**src/rtl/mem_stage_async.sv**
```systemverilog
`default_nettype none
`timescale 1ns/1ps
// +----------------------------------------------------------------------------+
// | mem_stage_async: MIPS MEM stage for a split-transaction data bus with a    |
// | response buffer, flush-orphan discard counter and load lane extraction.    |
// | Revision: 1.0                                                              |
// +----------------------------------------------------------------------------+
module mem_stage_async #(
  parameter int SIDE_WD = 120,
  parameter int CNT_W   = 2,
  parameter bit LWLR_EN = 1'b1
) (
  input  logic               clk,
  input  logic               resetn,
  input  logic               es_to_ms_valid,
  output logic               ms_allowin,
  input  logic               es_req_sent,
  input  logic [6:0]         es_mem_op,
  input  logic [31:0]        es_result,
  input  logic [31:0]        es_rt_value,
  input  logic [SIDE_WD-1:0] es_side,
  input  logic               es_cancel_req,
  input  logic               flush,
  input  logic               data_sram_data_ok,
  input  logic [31:0]        data_sram_rdata,
  input  logic               ws_allowin,
  output logic               ms_to_ws_valid,
  output logic [31:0]        ms_final_result,
  output logic [SIDE_WD-1:0] ms_side,
  output logic               ms_fw_block,
  output logic               ms_discard_busy
);

  logic               ms_valid_q, ms_valid_d;
  logic               buf_valid_q, buf_valid_d;
  logic               need_data_q, need_data_d;
  logic [CNT_W-1:0]   discard_cnt_q, discard_cnt_d;
  logic [6:0]         op_q, op_d;
  logic [31:0]        result_q, result_d;
  logic [31:0]        rt_q, rt_d;
  logic [31:0]        buf_q, buf_d;
  logic [SIDE_WD-1:0] side_q, side_d;

  logic        resp_ok;
  logic        ready_go;
  logic        capture;
  logic        orphan_inc;
  logic        discard_dec;
  logic [31:0] load_data;
  logic [1:0]  addr_off;
  logic [7:0]  byte_sel;
  logic [15:0] half_sel;
  logic [31:0] lwl_res;
  logic [31:0] lwr_res;
  logic [31:0] load_value;

  // While orphans are outstanding, every data_ok belongs to a cancelled request.
  assign resp_ok     = data_sram_data_ok && (discard_cnt_q == '0);
  assign discard_dec = data_sram_data_ok && (discard_cnt_q != '0);
  assign ready_go    = !need_data_q || buf_valid_q || (resp_ok && ms_valid_q && need_data_q);
  assign ms_allowin  = !ms_valid_q || (ready_go && ws_allowin);
  assign capture     = es_to_ms_valid && ms_allowin && !flush;
  assign orphan_inc  = flush && ms_valid_q && need_data_q && !buf_valid_q && !resp_ok;

  assign ms_to_ws_valid  = ms_valid_q && ready_go && !flush;
  assign ms_fw_block     = ms_valid_q && need_data_q && !ready_go;
  assign ms_discard_busy = (discard_cnt_q != '0);
  assign ms_side         = side_q;

  always_comb begin
    ms_valid_d  = ms_valid_q;
    buf_valid_d = buf_valid_q;
    need_data_d = need_data_q;
    op_d        = op_q;
    result_d    = result_q;
    rt_d        = rt_q;
    buf_d       = buf_q;
    side_d      = side_q;

    if (flush) begin
      ms_valid_d = 1'b0;
    end else if (ms_allowin) begin
      ms_valid_d = es_to_ms_valid;
    end

    if (capture) begin
      need_data_d = es_req_sent && (|es_mem_op);
      op_d        = es_mem_op;
      result_d    = es_result;
      rt_d        = es_rt_value;
      side_d      = es_side;
    end

    // The buffer only matters while its instruction is still parked here.
    if (flush || ms_allowin) begin
      buf_valid_d = 1'b0;
    end else if (resp_ok && ms_valid_q && need_data_q && !buf_valid_q && !ws_allowin) begin
      buf_valid_d = 1'b1;
      buf_d       = data_sram_rdata;
    end

    discard_cnt_d = discard_cnt_q + CNT_W'(orphan_inc) + CNT_W'(es_cancel_req)
                  - CNT_W'(discard_dec);
  end

  always_ff @(posedge clk) begin
    if (!resetn) begin
      ms_valid_q    <= 1'b0;
      buf_valid_q   <= 1'b0;
      need_data_q   <= 1'b0;
      discard_cnt_q <= '0;
    end else begin
      ms_valid_q    <= ms_valid_d;
      buf_valid_q   <= buf_valid_d;
      need_data_q   <= need_data_d;
      discard_cnt_q <= discard_cnt_d;
    end
  end

  always_ff @(posedge clk) begin
    op_q     <= op_d;
    result_q <= result_d;
    rt_q     <= rt_d;
    buf_q    <= buf_d;
    side_q   <= side_d;
  end

  assign load_data = buf_valid_q ? buf_q : data_sram_rdata;
  assign addr_off  = result_q[1:0];
  assign half_sel  = addr_off[1] ? load_data[31:16] : load_data[15:0];

  always_comb begin
    case (addr_off)
      2'd0:    byte_sel = load_data[7:0];
      2'd1:    byte_sel = load_data[15:8];
      2'd2:    byte_sel = load_data[23:16];
      default: byte_sel = load_data[31:24];
    endcase
  end

  generate
    if (LWLR_EN) begin : g_lwlr
      always_comb begin
        case (addr_off)
          2'd0: begin
            lwl_res = {load_data[7:0], rt_q[23:0]};
            lwr_res = load_data;
          end
          2'd1: begin
            lwl_res = {load_data[15:0], rt_q[15:0]};
            lwr_res = {rt_q[31:24], load_data[31:8]};
          end
          2'd2: begin
            lwl_res = {load_data[23:0], rt_q[7:0]};
            lwr_res = {rt_q[31:16], load_data[31:16]};
          end
          default: begin
            lwl_res = load_data;
            lwr_res = {rt_q[31:8], load_data[31:24]};
          end
        endcase
      end
    end else begin : g_no_lwlr
      assign lwl_res = load_data;
      assign lwr_res = load_data;
    end
  endgenerate

  always_comb begin
    load_value = load_data;
    if (op_q[6]) begin
      load_value = lwl_res;
    end else if (op_q[5]) begin
      load_value = lwr_res;
    end else if (op_q[3]) begin
      load_value = {24'd0, byte_sel};
    end else if (op_q[2]) begin
      load_value = {{24{byte_sel[7]}}, byte_sel};
    end else if (op_q[1]) begin
      load_value = {16'd0, half_sel};
    end else if (op_q[0]) begin
      load_value = {{16{half_sel[15]}}, half_sel};
    end
    ms_final_result = (|op_q) ? load_value : result_q;
  end

endmodule
`default_nettype wire

```
**config.mk**
```make
export PLATFORM = sky130hd
export DESIGN_NAME = mem_stage_async
export DESIGN_NICKNAME = d
export VERILOG_FILES = /design/src/rtl/mem_stage_async.sv
export SDC_FILE = /design/constraint.sdc
export NUM_CORES = 1
export LEC_CHECK = 0
export CORE_UTILIZATION = 44
export CTS_CLUSTER_SIZE = 10
export DETAILED_ROUTE_END_ITERATION = 6
export PLACE_DENSITY = 0.92
export SETUP_SLACK_MARGIN = 0.3
export SLEW_MARGIN = 10
export SYNTH_ARGS = -nofsm -noshare
export SYNTH_HDL_FRONTEND = slang
export SYNTH_SLANG_ARGS = --single-unit
```
**constraint.sdc**
```tcl
create_clock -name clk -period 10 [get_ports clk]
set_input_delay 2.5 -clock clk [delete_from_list [all_inputs] [get_ports clk]]
set_output_delay 2.5 -clock clk [all_outputs]
set_load 0.005 [all_outputs]
```
==> results.md <==
* Synthesis Warnings at 0
* DIE WIDTH at 151 microns
* Total vias in the final route at 7701
* Arrival @ worst endpoint at 5.56 ns
* Crit path max-delay family: buffers and inverters
* Number of port buffers at 386
* VDD IR-drop max at 0.161 mV
* Share of layout cells above drive strength 1 at 0.0946
* Slowest-stage cell, CP: clkdlybuf4s50_1
* Lkg Pwr at 4.97 nW
* R2R setup slack at 7.01 ns
* Chip Height at 151 microns
* Post-route core utilization at 0.674
* Mean number of vias per cell at 5.78
* Clk sink count at 228
* First-pass GRT wire length at 47700 microns
* # IOs at 387
* Synth Cell Area at 0.00981 sq mm
* Total track usage at 0.290
* Vias in the first global route at 7633
* Pin count of the biggest net entering global routing at 193
* CTS Hold Bufs at 0
* Area growth syn-to-layout at 49.8%
* Fin Setup TNS at 0 ns
* Initial Util at 0.450
* Final HPWL from detailed placement at 24800 microns
* Drt wl/cell at 25.4 microns
* Post-placement cell count at 1285
* CP cell instances: clkdlybuf4s50_1 -> mux2i_1 -> mux4_2 -> o211a_1 -> and2_4 -> a211oi_1 -> clkdlybuf4s50_1
* Initial antenna violation count at 11
* GRT overflow at 0
* Post_cts resized at 0
* Final instance count without filler cells at 1333
* Syn_nets at 883
* Synthesized flop and latch total at 228
* Max frequency at 124 MHz
* PD cells at 156 mW/mm^2
* Buf+Inv Stages, Crit Path at 2
* Post-route cell area at 0.0147 sq mm
* Final Critical Period at 8.06 ns
* Crit Path Max Fanout at 15
* Distinct cells, synth at 59
* RSZ-0062 raised after global routing: no
* EDFF count, synth at 223
* Worst-Margin Slew at 1.17 ns
* Final WL at 33900 microns
* Fin. Hold Viols at 0
* Commonest non-fill, non-tap cell in the layout: clkdlybuf4s50_1
* Placer Congestion at 0.893
* Root Driver: clkbuf_16
* Main synth FF type: edfxtp_1
* Hold path startpoint: ms_valid_q
* Total CTS buffers at 27
* Crit path capture type: primary output
* Reg-to-Reg Start: buf_valid_q
* Critical path class: in2out
* Worst Hold Class: reg2reg
* CP dominant cell by count: clkdlybuf4s50_1
* Finish-stage setup viols at 0
* Sequential fraction of the synthesis area at 0.693
* Clock latency on the worst-skew pair at 0.52 ns
* Max-cap violations at 0
* Site Rows at 54
* Worst Setup SP: data_sram_rdata[15]
* Clk pin slew, worst setup/hold paths at 0.05 ns
* Async set-or-reset flop fraction in the synthesized netlist at 0
* CTS tree: done
* Clk buf depth at 3
* Most frequent cells in the layout: clkdlybuf4s50_1, edfxtp_1, nor2_1
* Post CTS Setup Buffer Count at 0
* Status: finished, final reports clean
* DR iter-0 viols at 1044
* Clock skew at 0.00870 ns
* Critical Path RT at 7.50 ns
* Post-Syn Area per Cell at 15.1 sq um
* Delay of the slowest critical-path stage at 0.60 ns
* Final ANT Viol Nets at 0
* Max-slew violations at 0
* Dpl cell area at 0.0139 sq mm
* Worst rel slew slack at 0.219
* DRC errors left at 0
* Startpoint type of the worst setup path: input pin
* DR pass1 iterations at 6
* Synth Instances at 650
* Fin crit share at 0.806
* H-tree depth at 1
* Die area at 0.0229 sq mm
* Area of the core at 0.0218 sq mm
* Nets@finish at 1267
-- power by group --
group | switching [W] | total, W | internal (W)
combinational | 0.000134 | 0.000321 | 0.000187
sequential | 0.0000166 | 0.00111 | 0.00110
clock | 0.000365 | 0.000863 | 0.000498
-- flip-flops by register name, summed over array words and instances, names as in the netlist --
signal / count
ms_side: 120
buf_q: 32
result_q: 32
rt_q: 32
op_q: 7
discard_cnt_q: 2
buf_valid_q: 1
ms_valid_q: 1
need_data_q: 1
-- synth_stat cells, types with 10 or more instances --
master,number,area share
nor2_1,52,0.020
mux2_2,19,0.022
clkbuf_1,26,0.0099
o31ai_1,11,0.0084
a31oi_1,10,0.0064
mux4_2,23,0.053
inv_1,12,0.0046
a21oi_1,27,0.014
mux2i_1,29,0.030
a22oi_1,13,0.0099
nand2_1,44,0.017
o211ai_1,13,0.0099
o21ai_0,34,0.017
edfxtp_1,223,0.68
-- worst register-to-register path: cells and delay by family, from the launching register on --
kind,cells,cell delay (ns)
buffers and inverters,2,1.28
and+or+nand+nor,2,0.45
DFF,1,0.31
AOI/OAI and AO/OA,1,0.27
-- layout make-up --
type	instances	area [sq um]
tap	280	350
antenna	6	15.0
fill	1516	7120
clock buffer	40	734
timing repair buffer	397	3960
clock inverter	2	10.0
inverter	13	48.8
sequential	228	6800
multi-input combinational	367	2790
-- per-stage QoR --
step                      hold slack (ns)  total power [W]  setup WS (ns)
final                               0.560          0.00230           1.94
after CTS                           0.557          0.00231           2.03
after global placement              0.528          0.00144           2.14
after global routing                0.604          0.00237           1.88
after detailed placement            0.539          0.00145           2.05
after floorplan                     0.483          0.00124           1.64
-- metal layers --
| layer | track usage | vias to the layer above | share of wire |
|---|---|---|---|
| met5 | 0 | - | 0.0026 |
| met4 | 0.119 | 12 | 0.044 |
| met3 | 0.111 | 112 | 0.12 |
| met2 | 0.467 | 527 | 0.49 |
| met1 | 0.347 | 3689 | 0.34 |
| li1 | - | 3361 | - |
-- path summary, 6_finish.rpt --
check / to / cells past startpoint
worst max-delay path: ms_final_result[17] / 7
worst min-delay path: buf_valid_q / 2
worst max register to register: rt_q[1] / 5
worst min register to register: buf_valid_q / 2
-- kinds of logic after synthesis --
group | Yosys count | share of synthesized area
AO/OA/AOI/OAI | 155 | 0.111
XOR/XNOR | 2 | 0.00179
adder cells (fa/ha/maj) | 2 | 0.00331
buffers and inverters | 55 | 0.0247
flip-flops | 228 | 0.693
multiplexers | 71 | 0.104
AND/OR/NAND/NOR | 137 | 0.0630
No activity file was read; power rests on OpenSTA's default activity.
